**src/rtl/cnn_pkg.sv**
```systemverilog
// Shared types and constants for the ECG classifier CNN layers.
// Layer 1 wrapper also pulls its shift and saturation bounds from here.
package cnn_pkg;

    localparam int DATA_W = 8;
    localparam int L1_OUT_W = 19;
    localparam int N_TAPS = 5;

    localparam int L1_SHIFT = 7;
    localparam int L1_SAT_MAX = 127;
    localparam int L1_SAT_MIN = -127;

    typedef logic signed [DATA_W-1:0] sample_t;
    typedef logic signed [L1_OUT_W-1:0] acc_t;

endpackage

```
**src/rtl/conv_unit.sv**
```systemverilog
// 5-tap signed dot product for one filter of the first conv layer.
// Full-precision result, registered once, refreshed only on enabled edges.
module conv_unit
    import cnn_pkg::*;
#(
    parameter int DATA_W = cnn_pkg::DATA_W,
    parameter int OUT_W = cnn_pkg::L1_OUT_W
) (
    input  logic                     clk,
    input  logic                     rst,
    input  logic                     en,
    input  logic signed [DATA_W-1:0] in0,
    input  logic signed [DATA_W-1:0] in1,
    input  logic signed [DATA_W-1:0] in2,
    input  logic signed [DATA_W-1:0] in3,
    input  logic signed [DATA_W-1:0] in4,
    input  logic signed [DATA_W-1:0] w0,
    input  logic signed [DATA_W-1:0] w1,
    input  logic signed [DATA_W-1:0] w2,
    input  logic signed [DATA_W-1:0] w3,
    input  logic signed [DATA_W-1:0] w4,
    output logic signed [OUT_W-1:0]  quant,
    output logic                     valid
);

    localparam int PW = 2 * DATA_W;

    logic signed [DATA_W-1:0] x_v [N_TAPS];
    logic signed [DATA_W-1:0] w_v [N_TAPS];
    logic signed [PW-1:0]     xe;
    logic signed [PW-1:0]     we;
    logic signed [PW-1:0]     prod;
    logic signed [OUT_W-1:0]  sum;

    logic signed [OUT_W-1:0]  quant_d;
    logic signed [OUT_W-1:0]  quant_q;
    logic                     valid_d;
    logic                     valid_q;

    // Widen each tap to a full product, sign-extend and sum.
    always_comb begin
        x_v[0] = in0;
        x_v[1] = in1;
        x_v[2] = in2;
        x_v[3] = in3;
        x_v[4] = in4;
        w_v[0] = w0;
        w_v[1] = w1;
        w_v[2] = w2;
        w_v[3] = w3;
        w_v[4] = w4;
        xe = '0;
        we = '0;
        prod = '0;
        sum = '0;
        for (int k = 0; k < N_TAPS; k++) begin
            xe = {{DATA_W{x_v[k][DATA_W-1]}}, x_v[k]};
            we = {{DATA_W{w_v[k][DATA_W-1]}}, w_v[k]};
            prod = xe * we;
            sum = sum + {{(OUT_W-PW){prod[PW-1]}}, prod};
        end
    end

    // Load a new result on enabled edges, otherwise hold and drop valid.
    always_comb begin
        quant_d = quant_q;
        valid_d = 1'b0;
        if (en) begin
            quant_d = sum;
            valid_d = 1'b1;
        end
    end

    // Result and valid registers; reset clears any pending result.
    always_ff @(posedge clk or negedge rst) begin
        if (!rst) begin
            quant_q <= '0;
            valid_q <= 1'b0;
        end else begin
            quant_q <= quant_d;
            valid_q <= valid_d;
        end
    end

    assign quant = quant_q;
    assign valid = valid_q;

endmodule

```
**config.mk**
```make
export PLATFORM = sky130hd
export DESIGN_NAME = conv_unit
export DESIGN_NICKNAME = d
export VERILOG_FILES = /design/src/rtl/cnn_pkg.sv /design/src/rtl/conv_unit.sv
export SDC_FILE = /design/constraint.sdc
export NUM_CORES = 1
export LEC_CHECK = 0
export BUFFER_PORTS_ARGS = -buffer_cell sky130_fd_sc_hd__buf_2
export CORE_MARGIN = 2
export CORE_UTILIZATION = 60
export CTS_CLUSTER_DIAMETER = 200
export DETAILED_ROUTE_END_ITERATION = 8
export HOLD_SLACK_MARGIN = 0.05
export PLACE_DENSITY_LB_ADDON = 0.08
export SLEW_MARGIN = 20
export SYNTH_ARGS = -nofsm -noshare
export SYNTH_HDL_FRONTEND = slang
export SYNTH_SLANG_ARGS = --single-unit
```
**constraint.sdc**
```tcl
create_clock -name clk -period 1.7 [get_ports clk]
set_input_delay 0.085 -clock clk [delete_from_list [all_inputs] [get_ports clk]]
set_output_delay 0.085 -clock clk [all_outputs]
set_load 0.01 [all_outputs]
```
======== Yosys cells after proc, flatten, opt, wreduce, memory -nomap -nowiden ========
Index checks and enable logic that the tools add are counted.
word-level totals
  bits in registers ....................... 20
  input bits .............................. 83
  output and inout bits ................... 20
  logic and storage cells ................. 12
operators by class
  add/sub/neg operators ................... 4
  multiply operators ...................... 5
  mux-type cells .......................... 1
operators by type and width
  kind                        count
  multiplier 8 x 8 -> 16 bit  5
  adder 18 x 16 -> 19 bit     1
  adder 19 bit                1
  adder 17 x 16 -> 18 bit     1
  adder 16 x 16 -> 17 bit     1
  two-way mux 1 bit           1

======== Longest topological paths before layout ========
Gate-level depths: netlist of the first run.
  depth in word-level cells ............... 5
  depth in mapped cells ................... 40
  depth with buffers taken out ............ 40

======== Worst setup path after synthesis of the first run ========
OpenSTA, ideal clock, no wires.
  path type ............................... in2reg
  start point ............................. input port w4[1]
  end point ............................... register quant_q[16] (netlist: quant[16])
  setup time .............................. 0.087 ns
  arrival time ............................ 9.195 ns
  required time ........................... 1.613 ns
  path slack .............................. -7.581 ns
  stages on the path ...................... 36
  buffers on the path ..................... 0
  path through ............................ and2_1 fa_1 inv_1 fa_1 inv_1 fa_1 inv_1 fa_1 inv_1 ha_1 o21a_1 a2111oi_0 nor2_1 nor2_1 xnor2_1 fa_1 inv_1 fa_1 fa_1 inv_1 fa_1 fa_1 inv_1 fa_1 inv_1 fa_1 inv_1 fa_1 inv_1 ha_1 o21ai_0 a21oi_1 nor2_1 o31ai_4 or4b_1 o211ai_1
on the way
  word-level cells in the longest chain between the ends .. 2
ends and longest elaborated chain
  element                     line             text
  from (decl)                 conv_unit.sv:21  input logic signed [DATA_W-1:0] w4,
  multiplier 8 x 8 -> 16 bit  conv_unit.sv:59  prod = xe * we;
  adder 19 bit                conv_unit.sv:60  sum = sum + {{(OUT_W-PW){prod[PW-1]}}, prod};
  to (signal assigned)        conv_unit.sv:80  quant_q <= quant_d;
  to (decl)                   conv_unit.sv:36  logic signed [OUT_W-1:0] quant_q;
No other way between the ends.
A chain may end at the register's enable or synchronous reset.

======== Worst setup path in the final report of the first run ========
  start point ............................. input port w4[5]
  end point ............................... register quant_q[18] (netlist: quant[18])
Same word-level chain as after synthesis.

==> results of run 1 <==
final cells by class:
cell class | count | area [sq um]
multi-input combinational | 1008 | 13300
fill | 1755 | 5930
timing repair buffer | 306 | 2200
inverter | 459 | 1730
sequential | 20 | 500
tap | 324 | 405
clock buffer | 3 | 75.1
clock inverter | 1 | 30.0
antenna | 2 | 5.00
layout by cell type (no fill, tap or decap), types with 3 or more instances in the layout:
cell type and instances:
a21o_1 5, a21oi_1 8, a21oi_2 10, a21oi_4 4, and2_1 135, and2_4 15
buf_2 91, buf_4 186, buf_6 22, buf_8 4, clkbuf_16 3, dfrtp_1 20
fa_1 387, fa_2 16, ha_1 85, ha_4 38, inv_1 414, inv_2 44
mux2_2 3, mux2_4 8, nand2_1 137, nand2_4 3, nand2b_1 21, nor2_1 15
nor2_2 5, nor2b_1 14, nor3_1 4, o211ai_1 3, o21a_1 8, o21ai_0 7
o21ai_1 5, o21bai_1 3, xnor2_1 26, xnor2_2 4, xor2_1 7
per-layer routing:
layer,global-route usage [%],wire length (um)
met4,3.24,431
met5,0,0
met3,1.86,1440
met2,48.5,17800
met1,40.2,14500
final timing paths:
| path | from | end | depth (start not counted) | slack (ns) |
|---|---|---|---|---|
| worst max-delay path | w4[5] | quant[18] | 37 | -7.33 |
| worst min-delay path | en | valid | 1 | 0.12 |
| worst max register to register | quant[16] | quant[16] | 2 | 0.82 |
| worst min register to register | quant[2] | quant[2] | 1 | 0.50 |
| max in group asynchronous | rst | quant[11] | 2 | 1.06 |
| min in group asynchronous | rst | quant[5] | 2 | 0.32 |
state kept, by name, summed over array words and instances, names as in the netlist:
register and count:
quant 19, valid 1
repair_timing:
item / in CTS / in global routing
hold endpoints to repair: 20 / 0
gates resized for setup: 86 / 78
buffers inserted: 10 / 12
pin swaps: 104 / 92
hold buffers: 1 / 0
endpoints found under the setup margin: 18 / 18
critical path, delay by kind of cell:
family,cells,cell delay [ns]
AO/OA/AOI/OAI,6,1.05
buffers and inverters,12,0.74
XOR/XNOR,2,0.30
AND/OR/NAND/NOR,3,0.34
adder cells (fa/ha/maj),14,6.62
cell families after synthesis:
group | share of synthesized area [%]
XOR/XNOR | 2.27
multiplexers | 0.845
buffers and inverters | 12.0
flip-flops | 3.41
AO/OA/AOI/OAI | 3.12
AND/OR/NAND/NOR | 12.7
adder cells (fa/ha/maj) | 65.6
per-stage QoR:
stage	setup slack, ns	instances	instance area, sq um
2_1_floorplan	-7.10	1493	15100
3_3_place_gp	-7.62	2096	17400
3_5_place_dp	-7.68	2096	17400
4_1_cts	-7.30	2111	17900
5_1_grt	-7.69	2123	18300
6_report	-7.33	2123	18300
==> impl_results.md, run 1 <==
- Post-synth EDFFs: 0
- DP HPWL: 30,100 um
- Die width: 160 um
- Setup_tns: -108.02 ns
- Vias in the first global route: 11,600
- I/O pin count: 103
- Drt wl/cell: 16.1 um
- Fin util: 75.5%
- DR vias: 10,600
- GRT overflow: 0
- Final worst setup slack: -7.33 ns
- MaxCap Viol Count: 0
- Core Region: 0.0242 sq mm
- Max-slew violations: 0
- Final Skew: 0 ns
- CTS max path bufs: 2
- CTS Sinks: 20
- Fmax: 111 MHz
- Synth area leaders: fa_1 55%, inv_1 12%, ha_1 11%
- Initial antenna violation count: 2
- DRC Markers: 0
- Num CTS Buffers: 3
- PortBufs: 102
- Outcome: complete, but fails checks
- Final min period: 9.03 ns
- Layout cells sized above 1: 27.0%
- Area grow syn2layout: 24.5%
- Full die area: 0.0257 sq mm
- Initial DRC count: 387
- Clk_lat worst skew: 0.25 ns
- Syn Nets: 2,103
- Most frequent CP cell: fa_1
- Placement Rows: 57
- Vias/cell: 4.99
- Measured slew at the worst slew-check pin: 0.467 ns
- Min-delay worst type: in2reg
- Async SR Flop Fraction: 100%
- Post-route antenna net violation count: 0
- Failing checks: negative setup slack
- Count leader, synth: inv_1
- Mean Syn Cell Area: 9.82 sq um
- Crit-path slowest cell: fa_1
- Final Hold Viols: 0
- Unique cell type count in the Yosys netlist: 39
- Slew headroom: 68.8%
- CP Launch Type: input pin
- RSZ-0062 raised after global routing: true
- Dominant synthesized flop cell: dfrtp_1
- CP endpoint kind: flop
- Mapped Area: 0.0147 sq mm
- Sequential area share after synthesis: 3.41%
- Initial Utilization: 60.6%
- Largest net degree at the start of global routing: 21
- Routability cong.: 0.857
- CTS tree: yes
- Most frequent cells after synthesis: 459 x inv_1, 403 x fa_1, 150 x and2_1
- Mapped Cells: 1,493
- Top cell type's share of synthesized area: 55.0%
- Nets@finish: 2,408
- Post-synth top area cell: fa_1
- Gr usage total: 27.8%
- Routed WL: 34,200 um
- Setup CP Type: in2reg
- Root buf cell: clkbuf_16
- Yosys reg bits: 20
- Critical path arrival: 9.17 ns
- WHS: 0.123 ns
- Die Ht: 160 um
- First-pass DRT Iterations: 5
- Fin crit share: 531%
- Worst Path Max Fanout: 6
- H-tree Lvls: 1
- Final setup vio count: 18
- Synth warn: 0
- CP required: 1.83 ns
- CTS clock-pin slew for the worst setup and hold paths: 0.06 ns
- First-pass GRT wire length: 57,100 um
- Max incr delay on CP: 0.56 ns
Power of run 1 is not shown: default switching activity piles up to over one toggle a cycle in this logic, so the estimate is an artifact.
==> run 2, diff against run 1 <==
--- a/config.mk
+++ b/config.mk
@@ -5,7 +5,7 @@
 export SDC_FILE = /design/constraint.sdc
 export NUM_CORES = 1
 export LEC_CHECK = 0
-export BUFFER_PORTS_ARGS = -buffer_cell sky130_fd_sc_hd__buf_2
+export BUFFER_PORTS_ARGS = -buffer_cell sky130_fd_sc_hd__buf_4
 export CORE_MARGIN = 2
 export CORE_UTILIZATION = 60
 export CTS_CLUSTER_DIAMETER = 200
==> run 2 against run 1 <==
Net effect: the flow still finishes with violations (negative setup slack); sequential cell count unchanged; count of clock-buffer cells in the layout unchanged; sequential share of layout area about the same; clock skew unchanged; critical path type unchanged; largest cell class unchanged.
==> impl_results.md, run 2 (same netlist as run 1, synthesis figures left out) <==
- Routability cong.: 0.865
- Diode count: 0
- Core Region: 0.0242 sq mm
- Placement Cell Area: 0.0176 sq mm
- Die Ht: 160 um
- DRC Markers: 0
- Placement Rows: 57
- Area grow syn2layout: 26.6%
- DP HPWL: 29,500 um
- Largest register FFs: 19
- Fin crit share: 529%
- CTS Sinks: 20
- First-pass GRT wire length: 57,500 um
- Fmax: 111 MHz
- CTS max path bufs: 2
- Largest net degree at the start of global routing: 21
- Most frequent CP cell: fa_1
- Drt wl/cell: 15.7 um
- Setup WS pre-CTS: -7.69 ns
- MaxCap Viol Count: 0
- Outcome: complete, but fails checks
- Final Instance Area: 0.0186 sq mm
- Root buf cell: clkbuf_16
- Setup_tns: -107.18 ns
- Gr usage total: 27.8%
- Final Hold Viols: 0
- Initial antenna violation count: 0
- Critical path arrival: 9.17 ns
- Measured slew at the worst slew-check pin: 0.451 ns
- Vias/cell: 5.03
- Final setup vio count: 18
- Final min period: 9.00 ns
- First-pass DRT Iterations: 7
- Initial DRC count: 487
- Initial Utilization: 60.6%
- DR vias: 10,600
- Num CTS Buffers: 3
- PortBufs: 102
- Full die area: 0.0257 sq mm
- Setup CP Type: in2reg
- RSZ-0062 raised after global routing: true
- Crit-path slowest cell: fa_1
- Commonest non-fill, non-tap cell in the layout: inv_1
- H-tree Lvls: 1
- Failing checks: negative setup slack
- Layout cells sized above 1: 26.5%
- Delay-heaviest family, CP: adder cells
- Die width: 160 um
- Slew headroom: 69.9%
- Max incr delay on CP: 0.55 ns
- Hold depth: 1
- Most frequent cells in the layout: 423 x inv_1, 388 x fa_1, 244 x buf_4, 136 x and2_1, 133 x nand2_1
- CP endpoint kind: flop
- Max-slew violations: 0
- Nets@finish: 2,390
- CP Launch Type: input pin
- GRT overflow: 0
- Critical Path Stages: 37
- Worst Path Max Fanout: 6
- Worst Path Buf+Inv: 14
- CP required: 1.87 ns
- CTS tree: yes
- Vias in the first global route: 11,800
- Post-route antenna net violation count: 0
- CTS clock-pin slew for the worst setup and hold paths: 0.06 ns
- Final Skew: 0 ns
- Clk_lat worst skew: 0.26 ns
- I/O pin count: 103
- Routed WL: 33,000 um
- Final worst setup slack: -7.30 ns
- Worst reg2reg path depth: 2
- Min-delay worst type: in2reg
==> run 2: changes by cell type in the layout (fill, tap and decap cells not counted), sizes merged <==
cell,previous run,this run
buf,304,287
clkbuf,4,3
diode,2,0
==> run 2: path summary, 6_finish.rpt <==
| kind | startpoint | to | slack (ns) |
|---|---|---|---|
| setup reg to reg | quant[16] | quant[16] | 0.89 |
| max in group asynchronous | rst | quant[15] | 1.24 |
| hold reg to reg | quant[14] | quant[14] | 0.51 |
| min in group asynchronous | rst | quant[4] | 0.24 |
| hold / removal | en | valid | 0.09 |
| setup / recovery | in4[6] | quant[16] | -7.30 |
==> run 2: per-stage QoR <==
step	util, %	hold slack (ns)	std cells
5_1_grt	76.7	0.0939	2103
3_5_place_dp	72.8	-0.0192	2086
3_3_place_gp	72.8	-0.0217	2086
6_report	76.7	0.0940	2103
4_1_cts	75.6	0.0784	2105
2_1_floorplan	-	-0.211	1493
==> run 2: metal layers <==
layer	share of wire, %	wire length, um	up-vias	GRT usage (%)
met4	1.3	437	0	3.77
met5	0	0	-	0
met1	43	14300	5478	39.9
li1	-	-	4847	-
met3	4.1	1360	29	2.53
met2	51	16900	229	48.2
==> run 2: cell type report <==
type                       instances  area (sq um)
timing repair buffer             288          2390
sequential                        20           500
fill                            1683          5630
tap                              324           405
multi-input combinational       1008         13400
clock inverter                     1          30.0
inverter                         459          1730
clock buffer                       3          75.1
==> run 2: repair_timing <==
item                       in CTS  in global routing
pin swaps                     122                 79
setup endpoints to repair      18                 18
setup buffers                  15                  3
hold endpoints to repair       20                  0
gates resized for setup       108                 69
hold buffers                    1                  0
Power of run 2 is left out for the same reason.
==> run 3, diff against run 2 <==
--- a/config.mk
+++ b/config.mk
@@ -7,7 +7,7 @@
 export LEC_CHECK = 0
 export BUFFER_PORTS_ARGS = -buffer_cell sky130_fd_sc_hd__buf_4
 export CORE_MARGIN = 2
-export CORE_UTILIZATION = 60
+export CORE_UTILIZATION = 50
 export CTS_CLUSTER_DIAMETER = 200
 export DETAILED_ROUTE_END_ITERATION = 8
 export HOLD_SLACK_MARGIN = 0.05
==> run 3 against run 2 <==
Net effect: the flow still finishes with violations (negative setup slack); wire length grew 0.55%; final area is 1.0% lower; highest routed layer unchanged; worst setup slack worse by 0.057 ns; core utilization fell by 13 points; critical path type unchanged; fmax fell by 0.63%; largest cell class unchanged; non-clock buffer count up 4; first-iteration DRC count fell by 20%.
==> impl_results.md, run 3 (same netlist as run 1, synthesis figures left out) <==
- Largest register FFs: 19
- DP HPWL: 30,400 um
- Layout cells sized above 1: 25.5%
- Critical path arrival: 9.19 ns
- Fin crit share: 533%
- Final Hold Viols: 0
- Worst Path Max Fanout: 5
- Area grow syn2layout: 25.3%
- Final worst setup slack: -7.36 ns
- CTS tree: yes
- DR vias: 10,400
- Most frequent CP cell: fa_1
- CP endpoint kind: flop
- Initial Utilization: 50.9%
- Initial antenna violation count: 0
- H-tree Lvls: 1
- Post-Layout Cell Count: 2,166
- Gr usage total: 23.3%
- Placement Rows: 62
- MaxCap Viol Count: 0
- PortBufs: 102
- Outcome: complete, but fails checks
- CTS clock-pin slew for the worst setup and hold paths: 0.05 ns
- Die Ht: 175 um
- Failing checks: negative setup slack
- DRC Markers: 0
- Min-delay src: en
- Root buf cell: clkbuf_16
- Hold depth: 1
- Routability cong.: 0.823
- Placed Instances: 2,147
- Full die area: 0.0307 sq mm
- Vias/cell: 4.80
- Routed WL: 33,200 um
- Core Region: 0.0288 sq mm
- Final Skew: 0 ns
- CP required: 1.83 ns
- Hold Crit Endpoint: valid
- Vias in the first global route: 11,400
- Die width: 175 um
- Diode count: 0
- Clk_lat worst skew: 0.25 ns
- Final min period: 9.06 ns
- Origin of the critical flop-to-flop path: quant[16]
- Fin util: 63.8%
- Largest net degree at the start of global routing: 21
- Nets@finish: 2,394
- CTS Sinks: 20
- Worst R2R Setup Slack: 0.85 ns
- Slew headroom: 72.0%
- Worst reg2reg path endpoint: quant[16]
- Max incr delay on CP: 0.58 ns
- Worst reg2reg path depth: 2
- RSZ-0062 raised after global routing: true
- First-pass DRT Iterations: 4
- Post-route antenna net violation count: 0
- CP Launch Type: input pin
- Drt wl/cell: 15.3 um
- GRT overflow: 0
- Min-delay worst type: in2reg
- First-pass GRT wire length: 56,600 um
- Measured slew at the worst slew-check pin: 0.420 ns
- I/O pin count: 103
- Max-slew violations: 0
- Initial DRC count: 388
- Num CTS Buffers: 3
- Final setup vio count: 18
- Most frequent cells in the layout: 421 x inv_1, 390 x fa_1, 263 x buf_4, 138 x and2_1, 137 x nand2_1
- CTS max path bufs: 2
- Setup CP Type: in2reg
- Crit-path slowest cell: fa_1
- Commonest non-fill, non-tap cell in the layout: inv_1
- Fmax: 110 MHz
run 3: cell types whose count changed in the layout (fill, tap and decap cells not counted), sizes merged:
| cell | delta |
|---|---|
| buf | +4 |
| bufinv | -1 |
run 3: per-layer routing:
layer / vias up / track usage, % / wire length [um]
met1: 5367 / 33.9 / 15200
met4: 0 / 2.36 / 320
li1: 4858 / - / -
met2: 162 / 39.8 / 16700
met3: 18 / 1.61 / 1060
met5: - / 0 / 0
run 3: worst max path at each step:
stage,from,endpoint,slack (ns),cells past startpoint
2_1_floorplan,w4[1],quant[16],-7.10,36
3_3_place_gp,in4[7],quant[17],-7.60,35
3_5_place_dp,w4[2],quant[16],-7.62,36
4_1_cts,w4[1],quant[16],-7.32,35
5_1_grt,w4[1],quant[18],-7.66,38
6_report,w4[1],quant[18],-7.36,36
run 3: critical path, delay by kind of cell:
kind / cells / cell delay, ns
AO/OA/AOI/OAI: 7 / 1.04
AND/OR/NAND/NOR: 4 / 0.46
XOR/XNOR: 2 / 0.36
buffers and inverters: 9 / 0.66
adder cells (fa/ha/maj): 14 / 6.61
run 3: metrics by stage:
step	cell area, sq um	setup TNS [ns]	hold slack (ns)	setup WS [ns]
2_1_floorplan	15100	-102.63	-0.211	-7.10
6_report	18400	-107.51	0.0796	-7.36
3_3_place_gp	17700	-113.46	-0.0185	-7.60
5_1_grt	18400	-111.73	0.0802	-7.66
4_1_cts	18100	-107.91	0.0757	-7.32
3_5_place_dp	17700	-114.39	-0.0136	-7.62
run 3: timing repair:
| action | CTS | global route |
|---|---|---|
| setup buffers | 6 | 10 |
| endpoints found under the setup margin | 18 | 18 |
| pin swaps | 61 | 87 |
| gates resized for setup | 79 | 51 |
| hold buffers | 1 | 0 |
| endpoints found under the hold margin | 20 | 0 |
run 3: final cells by class:
type | count | area, sq um
Tap cell | 384 | 480
Multi-Input combinational cell | 1008 | 13200
Fill cell | 2411 | 10400
Inverter | 459 | 1730
Sequential cell | 20 | 500
Clock buffer | 3 | 75.1
Timing Repair Buffer | 292 | 2340
Power of run 3 is left out for the same reason.
